## config.mk

```make
export PLATFORM = sky130hd
export DESIGN_NAME = six_digit_subtractor_seq
export DESIGN_NICKNAME = d
export VERILOG_FILES = /design/src/rtl/six_digit_subtractor_seq.sv
export SDC_FILE = /design/constraint.sdc
export NUM_CORES = 1
export LEC_CHECK = 0
export CELL_PAD_IN_SITES_DETAIL_PLACEMENT = 0
export CELL_PAD_IN_SITES_GLOBAL_PLACEMENT = 1
export CORE_MARGIN = 4
export CORE_UTILIZATION = 44
export DETAILED_ROUTE_END_ITERATION = 12
export PLACE_DENSITY = 0.79
export RECOVER_POWER = 25
export SLEW_MARGIN = 10
export SYNTH_ARGS = -nofsm -noshare
export SYNTH_HDL_FRONTEND = slang
export SYNTH_SLANG_ARGS = --single-unit
```

## constraint.sdc

```tcl
create_clock -name clk -period 4.2 [get_ports clk]
set_clock_uncertainty 0.05 [all_clocks]
set_input_delay 0.84 -clock clk [delete_from_list [all_inputs] [get_ports clk]]
set_output_delay 0.84 -clock clk [all_outputs]
set_load 0.02 [all_outputs]
```

## src/rtl/six_digit_subtractor_seq.sv

```systemverilog
// Bit-serial two's-complement subtractor: Diff = D1 - D2, one bit per clock, LSB first.
// Optional `SDS_SATURATE_EN clamps Diff on signed overflow instead of wrapping.
module six_digit_subtractor_seq #(
  parameter int WIDTH = 6
) (
  input  logic             clk,
  input  logic             rst_n,
  input  logic             start,
  input  logic [WIDTH-1:0] D1,
  input  logic [WIDTH-1:0] D2,
  output logic             busy,
  output logic             done,
  output logic [WIDTH-1:0] Diff,
  output logic             Bout,
  output logic             Ovf
);

  typedef enum logic {IDLE, RUN} state_t;

  state_t           state_q;
  logic [WIDTH-1:0] a_q, b_q, res_q;
  logic             carry_q;
  logic [2:0]       cnt_q;

  logic             sum_bit, carry_out, ovf_bit, last_bit;
  logic [WIDTH-1:0] full_res, final_diff;

  // One full-adder cell; subtraction works as D1 + ~D2 + 1 with carry seeded to 1.
  always_comb begin
    sum_bit   = a_q[0] ^ b_q[0] ^ carry_q;
    carry_out = (a_q[0] & b_q[0]) | (a_q[0] & carry_q) | (b_q[0] & carry_q);
    full_res  = {sum_bit, res_q[WIDTH-1:1]};
    ovf_bit   = carry_q ^ carry_out;
    last_bit  = (cnt_q == 3'(WIDTH-1));
  end

`ifdef SDS_SATURATE_EN
  // On the final edge a_q[0] holds the sign of D1, which picks the clamp direction.
  always_comb begin
    final_diff = full_res;
    if (ovf_bit)
      final_diff = a_q[0] ? {1'b1, {(WIDTH-1){1'b0}}} : {1'b0, {(WIDTH-1){1'b1}}};
  end
`else
  assign final_diff = full_res;
`endif

  // NOTE: datapath registers are reset too so a mid-run abort leaves no stale
  // partial result visible; all sequential state uses non-blocking assignments.
  always_ff @(posedge clk or negedge rst_n) begin
    if (!rst_n) begin
      state_q <= IDLE;
      a_q     <= '0;
      b_q     <= '0;
      res_q   <= '0;
      carry_q <= 1'b0;
      cnt_q   <= '0;
      busy    <= 1'b0;
      done    <= 1'b0;
      Diff    <= '0;
      Bout    <= 1'b0;
      Ovf     <= 1'b0;
    end else begin
      done <= 1'b0;
      unique case (state_q)
        IDLE: begin
          if (start) begin
            a_q     <= D1;
            b_q     <= ~D2;
            carry_q <= 1'b1;
            cnt_q   <= '0;
            busy    <= 1'b1;
            state_q <= RUN;
          end
        end
        RUN: begin
          a_q     <= a_q >> 1;
          b_q     <= b_q >> 1;
          res_q   <= full_res;
          carry_q <= carry_out;
          cnt_q   <= cnt_q + 3'd1;
          if (last_bit) begin
            Diff    <= final_diff;
            Bout    <= ~carry_out;
            Ovf     <= ovf_bit;
            done    <= 1'b1;
            busy    <= 1'b0;
            state_q <= IDLE;
          end
        end
        default: state_q <= IDLE;
      endcase
    end
  end

endmodule

```

======== Word-level counts from Yosys, hierarchy flattened ========
Cells that the tools add are included.
operators by class
  add/sub/neg operators ................... 1
  bitwise gates (word level) .............. 11
  muxes and demuxes ....................... 15
  equality and inequality tests ........... 3
  reduce and logical (&&, ||, !) cells .... 2
operators by type and width
  operator             number
  $pmux 6 s2           2
  $mux 6               2
  $mux 1               6
  $not 6->6            1
  $pmux 1 s2           3
  $pmux 3 s2           1
  $reduce_and 2->1     2
  $add 3x1->3 const B  1
  $and 1x1->1          3
  $eq 3x3->1 const B   1
  $mux 3               1
  $xor 1x1->1          3
  $ne 2x1->1 const B   1
  $ne 2x2->1 const B   1
  $not 1->1            2
  $or 1x1->1           2
storage, ports and cells
  input port bits ......................... 15
  output and inout port bits .............. 10
  logic and storage cells ................. 43
  register bits ........................... 33

======== Longest topological paths before layout ========
  word-level depth ........................ 4
  mapped depth ............................ 5
  mapped depth without buffers ............ 5

======== Worst setup path after synthesis ========
No wires, ideal clock.
  path type ............................... input -> register
  start ................................... input port start
  end ..................................... register b_q[0]
  path slack .............................. 2,671 ps
  required time ........................... 4,026 ps
  setup time .............................. 124 ps
  buffers on the path ..................... 1
  arrival ................................. 1,355 ps
  stages .................................. 3
  path through ............................ buf_4 nor2b_1 o31a_1
between the ends
  word-level cells in the longest chain between the ends .. 1
ends and longest elaborated chain
  element                      line  RTL
  from (decl)                  8     input logic start,
  $ne 2x2->1 (no source line)  -
  to (signal assigned)         69    b_q <= ~D2;
  to (signal assigned)         78    b_q <= b_q >> 1;
  to (decl)                    21    logic [WIDTH-1:0] a_q, b_q, res_q;
No other way between the ends.
A chain may end at the register's enable or synchronous reset.

==> impl_summary.log <==
[metrics] syn_area_per_cell: 12.42 um2
[metrics] worst reg-to-reg setup slack: 2120 ps
[metrics] count of final hold-check violations: 0
[metrics] final worst slack: 1748 ps
[metrics] CTS tree: built
[metrics] global-route total usage across every layer: 12.87%
[metrics] post-detailed-placement half-perimeter wirelength: 1.557 mm
[metrics] wire length of the first global-routing pass: 4.077 mm
[metrics] final-report setup violation count: 0
[metrics] count of max-cap constraint violations: 1
[metrics] cell area after technology mapping: 1429 um2
[metrics] Total Die Area: 4223 um2
[metrics] register bit total from synthesis: 32
[metrics] share of the synthesized area in the top cell type: 56.04%
[metrics] Remaining DRCs: 0
[metrics] number of global-route vias before repair: 911
[metrics] ratio of total power to cell area: 721.9 nW/um2
[metrics] worst min-delay path class: flip-flop to flip-flop
[metrics] CP Launch Point: rst_n
[metrics] number of nets in the synthesized netlist: 133
[metrics] endpoint of the lowest-slack register-to-register path: Ovf$_DFFE_PN0P_
[metrics] routed wire length per instance: 11.91 um
[metrics] reg2reg path depth: 3
[metrics] DRC marker count from the first detailed-route iteration: 33
[metrics] detailed-route vias per instance: 4.661
[metrics] starting density of the core: 46.42%
[metrics] Critical Path, Cell by Cell: dlygate4sd3_1, clkbuf_1
[metrics] Final Critical Period: 2452 ps
[metrics] die span in y: 64.99 um
[metrics] total number of clock tree sinks: 32
[metrics] post-placement cell area: 1684 um2
[metrics] element type at the critical path end: async pin
[metrics] width of the die: 64.99 um
[metrics] most frequent cells in the layout: sky130_fd_sc_hd__dfrtp_1, sky130_fd_sc_hd__clkdlybuf4s50_1, sky130_fd_sc_hd__mux2_2
[metrics] kind of start point of the critical path: input pin
[metrics] fin nets: 159
[metrics] non-filler cells, final: 186
[metrics] TritonCTS Buffers: 5
[metrics] status: finished, violations left
[metrics] final wirelength: 2.216 mm
[metrics] hold-critical path depth: 2
[metrics] antenna violations before repair: 0
[metrics] count of cells resized by post-cts repair: 0
[metrics] CTS H-tree lvls: 2
[metrics] cells after synthesis: 115
[metrics] failing checks: capacitance limit, slew limit
[metrics] proportion of synthesized chip area in sequential cells: 56.04%
[metrics] Critical Path AT: 2540 ps
[metrics] Clk Latency, worst-skew pair: 320 ps
[metrics] Top Ports: 25
[metrics] Post-CTS Setup Inserts: 0
[metrics] worst-path fanout max: 32
[metrics] maximum frequency from static timing analysis: 0.4078 GHz
[metrics] category of the critical setup timing path: input pin to async pin
[metrics] Setup Total Neg Slack: 0 ps
[metrics] IR drop worst, VDD: 0.3186 mV
[metrics] Buf/Inv on CP: 2
[metrics] routability-driven placement congestion ratio: 0.6500
[metrics] clock root cell: sky130_fd_sc_hd__clkbuf_4
[metrics] share of post-route cells with drive strength above 1: 15.49%
[metrics] clock-pin transition on the worst setup and hold timing paths: 90 ps
[metrics] Placement Rows: 20
[metrics] portion of the clock cycle consumed by the worst path in the final layout: 58.38%
[metrics] Antenna Cells: 0
[metrics] biggest area contributors in the synthesized netlist: sky130_fd_sc_hd__dfrtp_1, sky130_fd_sc_hd__mux2_2, sky130_fd_sc_hd__mux2i_1
[metrics] remaining antenna violation count: 0
[metrics] Worst path slowest cell: sky130_fd_sc_hd__clkbuf_1
[metrics] pin count of the biggest net entering global routing: 37
[metrics] unrepaired setup endpoints after global routing: no
[metrics] leakage power figure: 0.8019 nW
[metrics] number of filler instances in the final layout: 285
[metrics] count of synthesis-stage warnings from yosys: 0
[metrics] required time of the critical path: 4290 ps
[metrics] number of placed instances, taps included: 178
[metrics] max-slew violations: 33
[metrics] beginning of the worst register-to-register path: state_q$_DFF_PN0_
[metrics] worst hold start: a_q[1]$_DFFE_PN0P_
[metrics] sequential cell area: 800.8 um2
[metrics] area occupied by multi-input gates: 554.3 um2
[metrics] Syn-to-layout area delta: 22.94%
[metrics] kind of cell with the highest combined delay on the critical path: buffers and inverters
[metrics] core area: 3078 um2
[metrics] end point of the most critical hold path: a_q[0]$_DFFE_PN0P_
[metrics] slew margin rel.: -8.436%
[metrics] Clock Tree Buf Depth: 2
[metrics] DR pass1 iterations: 4
[metrics] grt total ovfl: 0
[metrics] post-synthesis cell type count: 27
[metrics] biggest cell delay along the critical path: 1170 ps
[metrics] I/O Buffers: 24
[metrics] leading cell type in the layout, fill and taps excluded: sky130_fd_sc_hd__dfrtp_1
[metrics] number of buffers inserted for hold repair after clock tree synthesis: 0
[metrics] slew of the pin with the lowest slew margin: 1627 ps
[metrics] library cell occupying the most area in the post-synthesis netlist: sky130_fd_sc_hd__dfrtp_1
[metrics] area of all placed cells without fillers: 1757 um2
[metrics] post-placement setup slack: 1661 ps
[metrics] number of vias after detailed routing: 867
-- how the worst max path moves through the flow --
stage / to / cells past startpoint / slack [ps]
2_1_floorplan: b_q[0]$_DFFE_PN0P_ / 3 / 2670
3_3_place_gp: b_q[0]$_DFFE_PN0P_ / 3 / 1710
3_5_place_dp: b_q[3]$_DFFE_PN0P_ / 3 / 1660
4_1_cts: busy / 1 / 1990
5_1_grt: a_q[4]$_DFFE_PN0P_ / 2 / 1350
6_report: a_q[4]$_DFFE_PN0P_ / 2 / 1750
-- synth_stat cells --
cell,n
sky130_fd_sc_hd__xnor2_1,1
sky130_fd_sc_hd__o21ai_0,5
sky130_fd_sc_hd__mux2i_1,9
sky130_fd_sc_hd__nor2b_1,8
sky130_fd_sc_hd__nor2_1,6
sky130_fd_sc_hd__nor3_1,1
sky130_fd_sc_hd__mux2_2,10
sky130_fd_sc_hd__inv_2,1
sky130_fd_sc_hd__a21oi_1,2
sky130_fd_sc_hd__ha_1,2
sky130_fd_sc_hd__inv_1,6
sky130_fd_sc_hd__fa_1,1
sky130_fd_sc_hd__and2_1,1
sky130_fd_sc_hd__buf_4,2
sky130_fd_sc_hd__mux2_4,1
sky130_fd_sc_hd__buf_2,2
sky130_fd_sc_hd__a22o_2,1
sky130_fd_sc_hd__dfrtp_1,32
sky130_fd_sc_hd__nand2_1,6
sky130_fd_sc_hd__nand2b_1,6
sky130_fd_sc_hd__a21bo_2,1
sky130_fd_sc_hd__a211oi_1,1
sky130_fd_sc_hd__nand3_4,1
sky130_fd_sc_hd__o31a_1,4
sky130_fd_sc_hd__buf_6,2
sky130_fd_sc_hd__xor2_1,1
sky130_fd_sc_hd__o31ai_1,2
-- cell type report --
cell class | instances | area share [%]
Tap cell | 44 | 3.134
Timing Repair Buffer | 25 | 13.89
Inverter | 7 | 1.496
Multi-Input combinational cell | 70 | 31.55
Sequential cell | 32 | 45.58
Clock inverter | 2 | 1.994
Clock buffer | 6 | 2.350
-- stage by stage --
stage / total power, mW / util [%] / hold slack (ps)
6_report: 1.268 / 57.07 / 444.2
5_1_grt: 1.374 / 57.07 / 482.4
4_1_cts: 1.291 / 57.20 / 449.4
3_5_place_dp: 1.065 / 54.72 / 431.8
3_3_place_gp: 1.044 / 54.72 / 419.7
2_1_floorplan: 0.9100 / - / 394.1
-- power by group --
part           leakage, nW  internal (mW)  switching [mW]
sequential           0.396          0.447           0.120
clock               0.0422          0.125          0.0969
combinational        0.364          0.280           0.198
total                0.802          0.853           0.416
-- kinds of logic after synthesis --
family,share of synthesized area (%)
xor gates and xnor gates,1.226
and+or+nand+nor,11.30
AOI/OAI and AO/OA,7.880
buffers and inverters,5.166
muxes,15.24
DFF,56.04
adders and majority gates,3.152
-- layer usage --
layer | vias up | share of wire, % | global-route usage, %
met5 | - | 0 | 0
met4 | 0 | 1.4 | 5.541
met3 | 4 | 5.2 | 5.026
met2 | 20 | 49 | 20.31
met1 | 405 | 45 | 15.55
li1 | 438 | - | -
-- flip-flops by register name, indices dropped and copies added (netlist names) --
name / flops
state_q: 1
b_q: 6
Ovf: 1
Bout: 1
done: 1
busy: 1
cnt_q: 3
a_q: 6
carry_q: 1
Diff: 6
res_q: 5
-- worst register-to-register path: stages, from the launching register on --
cell                      delay, ps
sky130_fd_sc_hd__dfrtp_1       1140
sky130_fd_sc_hd__nand3_4        310
sky130_fd_sc_hd__inv_2          170
sky130_fd_sc_hd__mux2_4         300
No activity file was read; power rests on OpenSTA's default activity.
